**src/rtl/user_reg_pkg.sv**
```systemverilog
// Shared types and constants for the user register initiator: FSM encoding,
// default bus widths and the data word returned on a read timeout.
package user_reg_pkg;

    localparam int DEFAULT_ADDR_W = 20;
    localparam int DEFAULT_DATA_W = 32;

    localparam logic [31:0] TIMEOUT_DATA = 32'hDEAD_BEEF;

    typedef enum logic [2:0] {
        ST_IDLE,
        ST_WR,
        ST_RD_REQ,
        ST_RD_WAIT,
        ST_CPL
    } state_e;

    // Saturating increment for the 16-bit timed-out read counter.
    function automatic logic [15:0] sat_inc16(input logic [15:0] value);
        return (value == 16'hFFFF) ? value : value + 16'd1;
    endfunction

endpackage

```
**src/rtl/user_reg_initiator_if.sv**
```systemverilog
// Host request/completion and user register bus bundle for the initiator.
// The master modport is the initiator's view; slave is the host plus user logic.
interface user_reg_initiator_if
    import user_reg_pkg::*;
#(
    parameter int ADDR_W = DEFAULT_ADDR_W,
    parameter int DATA_W = DEFAULT_DATA_W
) ();

    logic              i_req_valid;
    logic              o_req_ready;
    logic              i_req_wr;
    logic [ADDR_W-1:0] i_req_addr;
    logic [DATA_W-1:0] i_req_data;

    logic              o_cpl_valid;
    logic              i_cpl_ready;
    logic [DATA_W-1:0] o_cpl_data;
    logic              o_cpl_timeout;

    logic [ADDR_W-1:0] o_user_addr;
    logic [DATA_W-1:0] o_user_data;
    logic              o_user_wr_req;
    logic              o_user_rd_req;
    logic [DATA_W-1:0] i_user_data;
    logic              i_user_rd_ack;

    logic [15:0]       o_timeout_cnt;

    modport master (
        input  i_req_valid, i_req_wr, i_req_addr, i_req_data,
        input  i_cpl_ready, i_user_data, i_user_rd_ack,
        output o_req_ready, o_cpl_valid, o_cpl_data, o_cpl_timeout,
        output o_user_addr, o_user_data, o_user_wr_req, o_user_rd_req,
        output o_timeout_cnt
    );

    modport slave (
        output i_req_valid, i_req_wr, i_req_addr, i_req_data,
        output i_cpl_ready, i_user_data, i_user_rd_ack,
        input  o_req_ready, o_cpl_valid, o_cpl_data, o_cpl_timeout,
        input  o_user_addr, o_user_data, o_user_wr_req, o_user_rd_req,
        input  o_timeout_cnt
    );

endinterface

```
**src/rtl/user_reg_initiator.sv**
```systemverilog
// Turns single host register requests into one-cycle user strobes and returns
// one completion per read, substituting a marker word if rd_ack never arrives.
module user_reg_initiator
    import user_reg_pkg::*;
#(
    parameter int ADDR_W  = DEFAULT_ADDR_W,
    parameter int DATA_W  = DEFAULT_DATA_W,
    parameter int TIMEOUT = 256
) (
    input  logic                 i_pcie_clk,
    input  logic                 i_rst,
    user_reg_initiator_if.master bus
);

    localparam int                 TIMER_W    = $clog2(TIMEOUT);
    localparam logic [TIMER_W-1:0] TIMER_LAST = TIMER_W'(TIMEOUT - 1);

    state_e              state_q, state_d;
    logic [TIMER_W-1:0]  timer_q, timer_d;
    logic [ADDR_W-1:0]   user_addr_q, user_addr_d;
    logic [DATA_W-1:0]   user_data_q, user_data_d;
    logic [DATA_W-1:0]   cpl_data_q, cpl_data_d;
    logic                cpl_timeout_q, cpl_timeout_d;
    logic [15:0]         timeout_cnt_q, timeout_cnt_d;

    logic                req_ready;
    logic                user_wr_req;
    logic                user_rd_req;
    logic                cpl_valid;

    // NOTE: reset is synchronous and every register, including the captured
    // data words, is cleared so an aborted read leaves nothing visible.
    always_ff @(posedge i_pcie_clk) begin
        if (i_rst) begin
            state_q       <= ST_IDLE;
            timer_q       <= '0;
            user_addr_q   <= '0;
            user_data_q   <= '0;
            cpl_data_q    <= '0;
            cpl_timeout_q <= 1'b0;
            timeout_cnt_q <= '0;
        end else begin
            // NOTE: state registers use non-blocking assignment only; all
            // next-state arithmetic lives in the combinational block below.
            state_q       <= state_d;
            timer_q       <= timer_d;
            user_addr_q   <= user_addr_d;
            user_data_q   <= user_data_d;
            cpl_data_q    <= cpl_data_d;
            cpl_timeout_q <= cpl_timeout_d;
            timeout_cnt_q <= timeout_cnt_d;
        end
    end

    always_comb begin
        // NOTE: every output of this block gets a hold/idle default first so
        // no path through the case statement can infer a latch.
        state_d       = state_q;
        timer_d       = timer_q;
        user_addr_d   = user_addr_q;
        user_data_d   = user_data_q;
        cpl_data_d    = cpl_data_q;
        cpl_timeout_d = cpl_timeout_q;
        timeout_cnt_d = timeout_cnt_q;
        req_ready     = 1'b0;
        user_wr_req   = 1'b0;
        user_rd_req   = 1'b0;
        cpl_valid     = 1'b0;

        unique case (state_q)
            ST_IDLE: begin
                req_ready = 1'b1;
                timer_d   = '0;
                if (bus.i_req_valid) begin
                    user_addr_d = bus.i_req_addr;
                    user_data_d = bus.i_req_data;
                    state_d     = bus.i_req_wr ? ST_WR : ST_RD_REQ;
                end
            end

            ST_WR: begin
                user_wr_req = 1'b1;
                state_d     = ST_IDLE;
            end

            ST_RD_REQ: begin
                user_rd_req = 1'b1;
                timer_d     = timer_q + 1'b1;
                if (bus.i_user_rd_ack) begin
                    cpl_data_d    = bus.i_user_data;
                    cpl_timeout_d = 1'b0;
                    state_d       = ST_CPL;
                end else begin
                    state_d = ST_RD_WAIT;
                end
            end

            ST_RD_WAIT: begin
                // Ack is tested first so it wins over a coincident expiry.
                if (bus.i_user_rd_ack) begin
                    cpl_data_d    = bus.i_user_data;
                    cpl_timeout_d = 1'b0;
                    state_d       = ST_CPL;
                end else if (timer_q == TIMER_LAST) begin
                    cpl_data_d    = DATA_W'(TIMEOUT_DATA);
                    cpl_timeout_d = 1'b1;
                    timeout_cnt_d = sat_inc16(timeout_cnt_q);
                    state_d       = ST_CPL;
                end else begin
                    timer_d = timer_q + 1'b1;
                end
            end

            ST_CPL: begin
                cpl_valid = 1'b1;
                if (bus.i_cpl_ready) begin
                    state_d = ST_IDLE;
                end
            end

            default: begin
                state_d = ST_IDLE;
            end
        endcase
    end

    // Ready is masked by reset so nothing is accepted while reset is held.
    assign bus.o_req_ready   = req_ready & ~i_rst;
    assign bus.o_cpl_valid   = cpl_valid;
    assign bus.o_cpl_data    = cpl_data_q;
    assign bus.o_cpl_timeout = cpl_timeout_q;
    assign bus.o_user_addr   = user_addr_q;
    assign bus.o_user_data   = user_data_q;
    assign bus.o_user_wr_req = user_wr_req;
    assign bus.o_user_rd_req = user_rd_req;
    assign bus.o_timeout_cnt = timeout_cnt_q;

endmodule

```
**src/flat_wrapper.sv**
```systemverilog
// flat-port wrapper written by rule: the top's interface ports become plain ports
module user_reg_initiator_flat import user_reg_pkg::*;
#(
    parameter int ADDR_W  = DEFAULT_ADDR_W,
    parameter int DATA_W  = DEFAULT_DATA_W,
    parameter int TIMEOUT = 256
)
  (i_pcie_clk, i_rst, bus_i_req_valid, bus_i_req_wr, bus_i_req_addr, bus_i_req_data, bus_i_cpl_ready, bus_i_user_data, bus_i_user_rd_ack, bus_o_req_ready, bus_o_cpl_valid, bus_o_cpl_data, bus_o_cpl_timeout, bus_o_user_addr, bus_o_user_data, bus_o_user_wr_req, bus_o_user_rd_req, bus_o_timeout_cnt);
  user_reg_initiator_if #(.ADDR_W(ADDR_W), .DATA_W(DATA_W)) bus_i ();
  input  logic i_pcie_clk;
  input  logic i_rst;
  input wire logic [$bits(bus_i.i_req_valid)-1:0] bus_i_req_valid;
  input wire logic [$bits(bus_i.i_req_wr)-1:0] bus_i_req_wr;
  input wire logic [$bits(bus_i.i_req_addr)-1:0] bus_i_req_addr;
  input wire logic [$bits(bus_i.i_req_data)-1:0] bus_i_req_data;
  input wire logic [$bits(bus_i.i_cpl_ready)-1:0] bus_i_cpl_ready;
  input wire logic [$bits(bus_i.i_user_data)-1:0] bus_i_user_data;
  input wire logic [$bits(bus_i.i_user_rd_ack)-1:0] bus_i_user_rd_ack;
  output wire logic [$bits(bus_i.o_req_ready)-1:0] bus_o_req_ready;
  output wire logic [$bits(bus_i.o_cpl_valid)-1:0] bus_o_cpl_valid;
  output wire logic [$bits(bus_i.o_cpl_data)-1:0] bus_o_cpl_data;
  output wire logic [$bits(bus_i.o_cpl_timeout)-1:0] bus_o_cpl_timeout;
  output wire logic [$bits(bus_i.o_user_addr)-1:0] bus_o_user_addr;
  output wire logic [$bits(bus_i.o_user_data)-1:0] bus_o_user_data;
  output wire logic [$bits(bus_i.o_user_wr_req)-1:0] bus_o_user_wr_req;
  output wire logic [$bits(bus_i.o_user_rd_req)-1:0] bus_o_user_rd_req;
  output wire logic [$bits(bus_i.o_timeout_cnt)-1:0] bus_o_timeout_cnt;
  assign bus_i.i_req_valid = bus_i_req_valid;
  assign bus_i.i_req_wr = bus_i_req_wr;
  assign bus_i.i_req_addr = bus_i_req_addr;
  assign bus_i.i_req_data = bus_i_req_data;
  assign bus_i.i_cpl_ready = bus_i_cpl_ready;
  assign bus_i.i_user_data = bus_i_user_data;
  assign bus_i.i_user_rd_ack = bus_i_user_rd_ack;
  assign bus_o_req_ready = bus_i.o_req_ready;
  assign bus_o_cpl_valid = bus_i.o_cpl_valid;
  assign bus_o_cpl_data = bus_i.o_cpl_data;
  assign bus_o_cpl_timeout = bus_i.o_cpl_timeout;
  assign bus_o_user_addr = bus_i.o_user_addr;
  assign bus_o_user_data = bus_i.o_user_data;
  assign bus_o_user_wr_req = bus_i.o_user_wr_req;
  assign bus_o_user_rd_req = bus_i.o_user_rd_req;
  assign bus_o_timeout_cnt = bus_i.o_timeout_cnt;
  user_reg_initiator #(.ADDR_W(ADDR_W), .DATA_W(DATA_W), .TIMEOUT(TIMEOUT)) u_core (.i_pcie_clk(i_pcie_clk), .i_rst(i_rst), .bus(bus_i));
endmodule
```
**config.mk**
```make
export PLATFORM = sky130hd
export DESIGN_NAME = user_reg_initiator_flat
export DESIGN_NICKNAME = d
export VERILOG_FILES = /design/src/rtl/user_reg_pkg.sv /design/src/rtl/user_reg_initiator_if.sv /design/src/rtl/user_reg_initiator.sv /design/src/flat_wrapper.sv
export SDC_FILE = /design/constraint.sdc
export NUM_CORES = 1
export LEC_CHECK = 0
export ABC_CLOCK_PERIOD_IN_PS = 2100
export BUFFER_PORTS_ARGS = -buffer_cell sky130_fd_sc_hd__clkbuf_2
export CORE_ASPECT_RATIO = 1.5
export CORE_MARGIN = 5
export CORE_UTILIZATION = 47
export CTS_CLUSTER_DIAMETER = 30
export DETAILED_ROUTE_END_ITERATION = 8
export GPL_TIMING_DRIVEN = 1
export PLACE_DENSITY = 0.79
export SYNTH_ARGS = -nofsm -noshare
export SYNTH_HDL_FRONTEND = slang
export SYNTH_SLANG_ARGS = --single-unit
```
**constraint.sdc**
```tcl
create_clock -name i_pcie_clk -period 2.1 [get_ports i_pcie_clk]
set_clock_uncertainty 0.1 [all_clocks]
set_input_delay 0 -clock i_pcie_clk [delete_from_list [all_inputs] [get_ports i_pcie_clk]]
set_output_delay 0 -clock i_pcie_clk [all_outputs]
set_load 0.1 [all_outputs]
```
==> flow_summary.yaml, run 1 <==
yosys:
  dominantRegCellSynth: "sky130_fd_sc_hd__dfxtp_1"
  warning_count_from_the_yosys_run: 0
  synth_cells: 543
  synth_most_common_cell: "sky130_fd_sc_hd__nand2_1"
  synth.largest_area_cell: "sky130_fd_sc_hd__dfxtp_1"
  cell_area_after_synthesis_sq_mm: 0.00442
  yosys-top-cells-area: "sky130_fd_sc_hd__dfxtp_1 (51%), sky130_fd_sc_hd__nand2_1 (10%), sky130_fd_sc_hd__a21oi_1 (6.9%), sky130_fd_sc_hd__nor2_1 (6.8%), sky130_fd_sc_hd__nor3_1 (3.3%)"
  synthDistinctLibCells: 46
  ys_seq_area_share_pct: 50.8
  post_synthesis_async_set_or_reset_flop_share_pct: 0
  yosysTopAreaCellShare_pct: 50.8
  postSynthAreaPerCell_sq_um: 8.13
  synth.cells.most_frequent: "sky130_fd_sc_hd__nand2_1 (118), sky130_fd_sc_hd__dfxtp_1 (112), sky130_fd_sc_hd__nor2_1 (80)"
  synth_enable_flop_cells: 0
  synth-seq-cells: 112
  synth_fp_nets: 635
placement:
  final_hpwl_dp_um: 9020
  place.gp.congestion: 0.816
  post_dp_cell_area_sq_mm: 0.00554
  numPortBuffers: 194
floorplanning:
  die_x_um: 89.1
  initial_core_util_pct: 48.0
  ios: 195
  rows: 43
  dieHeight_um: 129
  placeableCoreArea_sq_mm: 0.00920
  dieArea_sq_mm: 0.0115
pwr:
  power_leakage_nw: 2.93
  pwrdens_mw_per_mm2: 978
  ir_drop_mv: 0.671
clocking:
  cts_num_sinks: 112
  ctsLongestPathBuffers: 2
  clk_pin_slew_ps: 70
  cts-buffers-inserted: 9
  cts_tree: "done"
  ctsHtreeMaxLevel: 3
  insertion_delay_of_the_later_clocked_pin_in_the_worst_skew_pair_ps: 340
  root_buffer: "sky130_fd_sc_hd__clkbuf_16"
  cts_setup_buffers: 0
final_layout:
  layout.cell_area.non_filler_sq_mm: 0.00675
  antenna_cells: 0
  area_growth_from_synthesis_to_final_layout_pct: 52.9
  post_route_cells_drive_above_1_share_pct: 31.7
  nNetsFinal: 906
sta:
  worstMarginPinSlew_ps: 572
  post-route-min-period_ps: 1970
  worst_slew_margin_rel_pct: 61.6
  hold_viol: 0
  post-route-period-util_pct: 94.0
  rsz0062_at_grt: "no"
  report.final.slew_viol_count: 0
  setup_violations_final: 0
  final.setup.tns_ps: 0
  fmax_mhz: 506
detailed_routing:
  count_of_antenna_violating_nets_left_after_detailed_routing: 0
  drt_iter0_drc: 236
  route.vias.total: 4869
  drc_errors: 0
  totalWireLength_um: 14100
  wl_per_cell_um: 15.2
  drtPass1Iterations: 5
  post_drt_via_cell_ratio: 5.23
global_routing:
  grt_pass1_wl_um: 22100
  grt_usage_pct: 23.9
  vias_in_the_first_global_route: 4737
  global_route_total_overflow: 0
  grt_max_degree: 53
  grt_antenna_before_repair: 0
setup_path:
  endpoint: "u_core.state_q[2]"
  reg2regPathDepth: 6
  worstSetupStartpoint: "u_core.timer_q[0]"
  setup.worst_path.end_class: "flip-flop"
  cp_slowest_stage_delay_ps: 560
  worst_ep_required_time_ps: 2230
  setup.worst_path.start_class: "flip-flop"
  crit_path_max_fanout: 5
  reg2reg_to: "u_core.state_q[2]"
  worstSetupPathType: "reg -> reg"
  critPathArrivalTime_ps: 2100
  timing.reg2reg.setup_slack_ps: 130
  crit_chain: "ha_2, and4_2, and3_4, o21ai_2, a21oi_1, dlygate4sd3_1"
  worst_r2r_startpoint: "u_core.timer_q[0]"
  crit_slowest_cell: "sky130_fd_sc_hd__dlygate4sd3_1"
worst_hold_path:
  min_delay_path_depth: 4
  hold_class: "in -> reg"
outcome:
  status: "finished, final reports clean"
flow_run:
  drv_cap: 0
per-layer routing:
layer	global-route usage, %	wire length [um]
met1	28.1	5390
met2	41.3	6910
met4	8.50	331
met5	0	0
met3	6.21	1480
layout by cell type, fill, tap and decap left out, types with 3 or more instances in the layout:
cell                            netlist  routed
sky130_fd_sc_hd__buf_4                0      10
sky130_fd_sc_hd__nor2_1              80      80
sky130_fd_sc_hd__a32oi_1              8       8
sky130_fd_sc_hd__o31ai_1              3       3
sky130_fd_sc_hd__nand2b_1             4       4
sky130_fd_sc_hd__clkbuf_16            0       9
sky130_fd_sc_hd__o21ai_0              5       5
sky130_fd_sc_hd__clkbuf_2             2     193
sky130_fd_sc_hd__a2111oi_4            2       3
sky130_fd_sc_hd__a21oi_1             61      61
sky130_fd_sc_hd__dfxtp_2              0      20
sky130_fd_sc_hd__nor3_1              29      28
sky130_fd_sc_hd__nand2_1            118     118
sky130_fd_sc_hd__xor2_1               9       9
sky130_fd_sc_hd__xnor2_1              4       4
sky130_fd_sc_hd__and4_1               4       3
sky130_fd_sc_hd__nand3_1             17      16
sky130_fd_sc_hd__inv_1                4       4
sky130_fd_sc_hd__nand4_1              7       7
sky130_fd_sc_hd__dlygate4sd3_1        0      88
sky130_fd_sc_hd__dfxtp_1            112      92
sky130_fd_sc_hd__and2_1               4       4
sky130_fd_sc_hd__and3_1               5       3
sky130_fd_sc_hd__buf_12               0       3
how the worst min path moves through the flow:
stage                             from  slack, ps                    endpoint
CTS                  bus_i_user_rd_ack         80   u_core.bus.o_cpl_data[14]
detailed placement   bus_i_req_addr[3]        130   u_core.bus.o_user_addr[3]
global placement    bus_i_req_addr[16]        120  u_core.bus.o_user_addr[16]
floorplan            bus_i_req_addr[0]         40   u_core.bus.o_user_addr[0]
global route         bus_i_user_rd_ack        120    u_core.bus.o_cpl_data[8]
finish               bus_i_user_rd_ack        110   u_core.bus.o_cpl_data[17]
sequential cells by signal, indices dropped and copies added (netlist names):
register,count
u_core.bus.o_cpl_data,32
u_core.bus.o_cpl_timeout,1
u_core.bus.o_timeout_cnt,16
u_core.bus.o_user_addr,20
u_core.bus.o_user_data,32
u_core.state_q,3
u_core.timer_q,8
final cells by class:
class / instances / area (sq um)
Tap cell: 112 / 140
Fill cell: 630 / 2450
Multi-Input combinational cell: 393 / 2050
Clock buffer: 11 / 253
Inverter: 4 / 15.0
Timing Repair Buffer: 294 / 1980
Sequential cell: 112 / 2270
Clock inverter: 5 / 45.0
power breakdown:
part | switching (mW) | total, mW | internal [mW]
Combinational | 1.95 | 2.49 | 0.533
Clock | 0.782 | 1.67 | 0.890
Sequential | 0.127 | 2.44 | 2.32
what timing repair did:
| action | CTS | global route |
|---|---|---|
| hold endpoints to repair | 102 | 0 |
| endpoints found under the setup margin | 0 | 5 |
| hold buffers | 88 | 0 |
| gates resized for setup | 0 | 9 |
stage by stage:
stage               setup slack [ps]  hold WS (ps)  util (%)  instances  power, mW
floorplan                       13.5          36.0         -        543       4.36
CTS                             31.1          80.8      73.1        931       6.61
finish                           125           111      73.4        931       6.60
global route                    10.6           122      73.4        931       6.89
detailed placement               130           129      60.2        827       4.81
global placement                 186           122      60.2        827       4.77
critical path, delay by kind of cell (launching register included):
family / cells / cell delay [ps]
compound gates: 2 / 210
buf+inv: 1 / 560
flops: 1 / 340
fa+ha+maj: 1 / 200
simple gates: 2 / 460
logic make-up after synthesis:
| kind of cell | count (synthesis) | synth area share (%) |
|---|---|---|
| DFF | 112 | 50.8 |
| and+or+nand+nor | 281 | 27.9 |
| buffers and inverters | 38 | 3.85 |
| AOI/OAI and AO/OA | 95 | 13.9 |
| adders and majority gates | 2 | 0.567 |
| xor gates and xnor gates | 13 | 2.58 |
| muxes | 2 | 0.453 |
Note: power is estimated with default switching activity, not from simulation.
==> inputs of run 2 (changes only) <==
- CTS_BUF_LIST: default -> sky130_fd_sc_hd__clkbuf_16
- MAX_ROUTING_LAYER: default -> met4
==> run 2 against run 1 <==
Net effect: combinational power about the same; critical path depth unchanged; global-route usage increased by 1.0 points; register-to-register slack about the same; critical path type unchanged; first-iteration DRC count decreased by 23%; utilization decreased by 0.19 points; non-clock buffer count unchanged.
==> flow_summary.yaml, run 2 (synthesis gave the netlist of run 1 again) <==
placement:
  final_hpwl_dp_um: 9020
  place.gp.congestion: 0.828
  numPortBuffers: 194
  post_dp_cell_area_sq_mm: 0.00554
worst_hold_path:
  hold_class: "in -> reg"
final_layout:
  post_route_cells_drive_above_1_share_pct: 31.5
  fin_util_pct: 73.2
  layout.cell_area.non_filler_sq_mm: 0.00673
  layout.cells.most_common: "sky130_fd_sc_hd__clkbuf_2"
  mostFrequentLayoutCells: "sky130_fd_sc_hd__clkbuf_2 (193), sky130_fd_sc_hd__nand2_1 (118), sky130_fd_sc_hd__dfxtp_1 (92), sky130_fd_sc_hd__dlygate4sd3_1 (88), sky130_fd_sc_hd__nor2_1 (80)"
  nNetsFinal: 906
  area_growth_from_synthesis_to_final_layout_pct: 52.5
pwr:
  p_int_mw: 3.66
  finalPower_mw: 6.54
  power_leakage_nw: 2.92
  power.switching_fraction_pct: 43.9
  power.sequential.fraction_pct: 37.4
  total_switching_power_mw: 2.87
  pwrdens_mw_per_mm2: 971
  portion_of_total_power_attributed_to_the_clock_network_pct: 24.4
  ir_drop_mv: 0.970
  power_frac_comb_pct: 38.2
detailed_routing:
  drtPass1Iterations: 5
  met3RoutedLength_um: 1370
  met2_wirelength_um: 7250
  totalWireLength_um: 14400
  wl_met1_um: 5500
  count_of_antenna_violating_nets_left_after_detailed_routing: 0
  top_layer: "met4"
  post_drt_via_cell_ratio: 5.28
  wl_per_cell_um: 15.5
  drt_iter0_drc: 181
  route.vias.total: 4919
  drc_errors: 0
sta:
  fmax_mhz: 506
  rsz0062_at_grt: "no"
  post-route-period-util_pct: 94.1
  worst_slew_margin_rel_pct: 61.0
  report.final.slew_viol_count: 0
  setup_violations_final: 0
  final.setup.tns_ps: 0
  hold_viol: 0
  post-route-min-period_ps: 1980
  worstMarginPinSlew_ps: 580
setup_path:
  worstSetupPathType: "reg -> reg"
  worst_ep_required_time_ps: 2230
  crit_path_max_fanout: 5
  setup.worst_path.end_class: "flip-flop"
  setup.worst_path.start_class: "flip-flop"
  critPathArrivalTime_ps: 2100
clocking:
  cts-buffers-inserted: 9
  clk_pin_slew_ps: 70
  cts_setup_buffers: 0
  cts_num_sinks: 112
  ctsHtreeMaxLevel: 3
  insertion_delay_of_the_later_clocked_pin_in_the_worst_skew_pair_ps: 340
  cts_tree: "done"
  root_buffer: "sky130_fd_sc_hd__clkbuf_16"
  ctsLongestPathBuffers: 2
floorplanning:
  dieArea_sq_mm: 0.0115
  rows: 43
  ios: 195
  initial_core_util_pct: 48.0
  die_x_um: 89.1
  placeableCoreArea_sq_mm: 0.00920
  dieHeight_um: 129
global_routing:
  grt_usage_pct: 24.9
  global_route_total_overflow: 0
  grt_max_degree: 53
  grt_pass1_wl_um: 22400
  vias_in_the_first_global_route: 4771
  grt_antenna_before_repair: 0
outcome:
  status: "finished, final reports clean"
flow_run:
  drv_cap: 0
==> run 2: changes by cell type in the layout (fill, tap and decap cells not counted), sizes merged <==
cell and delta:
clkinv +2, clkbuf -2, diode +1
==> run 2: cell type report <==
type	count	area [sq um]
Antenna cell	1	2.50
Clock buffer	9	225
Clock inverter	7	52.6
Fill cell	629	2470
Inverter	4	15.0
Multi-Input combinational cell	393	2050
Sequential cell	112	2270
Tap cell	112	140
Timing Repair Buffer	294	1980
==> run 2: final timing paths <==
path	startpoint	endpoint	slack, ps	cells past startpoint
hold / removal	bus_i_user_rd_ack	u_core.bus.o_cpl_data[17]	110	4
setup reg to reg	u_core.timer_q[0]	u_core.state_q[2]	120	6
setup / recovery	u_core.timer_q[0]	u_core.state_q[2]	120	6
hold reg to reg	u_core.bus.o_user_data[29]	u_core.bus.o_user_data[29]	360	2
==> run 2: per-layer routing <==
metal | vias up | global-route usage [%]
met5 | - | -
met4 | 0 | 8.41
met3 | 31 | 5.19
met2 | 231 | 42.5
met1 | 2282 | 28.6
li1 | 2375 | -
==> run 2: critical path, cell delays in order, from the launching register on <==
cell	delay, ps
sky130_fd_sc_hd__dfxtp_2	340
sky130_fd_sc_hd__ha_2	200
sky130_fd_sc_hd__and4_2	270
sky130_fd_sc_hd__and3_4	190
sky130_fd_sc_hd__o21ai_2	120
sky130_fd_sc_hd__a21oi_1	80
sky130_fd_sc_hd__dlygate4sd3_1	560
==> run 2: timing repair <==
item | 4_1_cts | 5_1_grt
hold buffers | 88 | 0
setup endpoints to repair | 0 | 6
resized for setup | 0 | 9
hold endpoints to repair | 102 | 0
==> run 2: stage by stage <==
step	hold WS, ps	setup WS [ps]	cells
floorplan	36.0	13.5	543
global placement	122	186	827
detailed placement	129	130	827
CTS	80.4	31.1	931
global route	123	4.15	931
finish	106	124	932
==> run 2: power groups by stage <==
stage	Sequential (mW)	Combinational [mW]	Clock, mW
3_5_place_dp	2.48	2.33	0
5_1_grt	2.47	2.61	1.73
3_3_place_gp	2.47	2.30	0
4_1_cts	2.43	2.47	1.64
2_1_floorplan	3.72	0.647	0
6_report	2.44	2.49	1.60
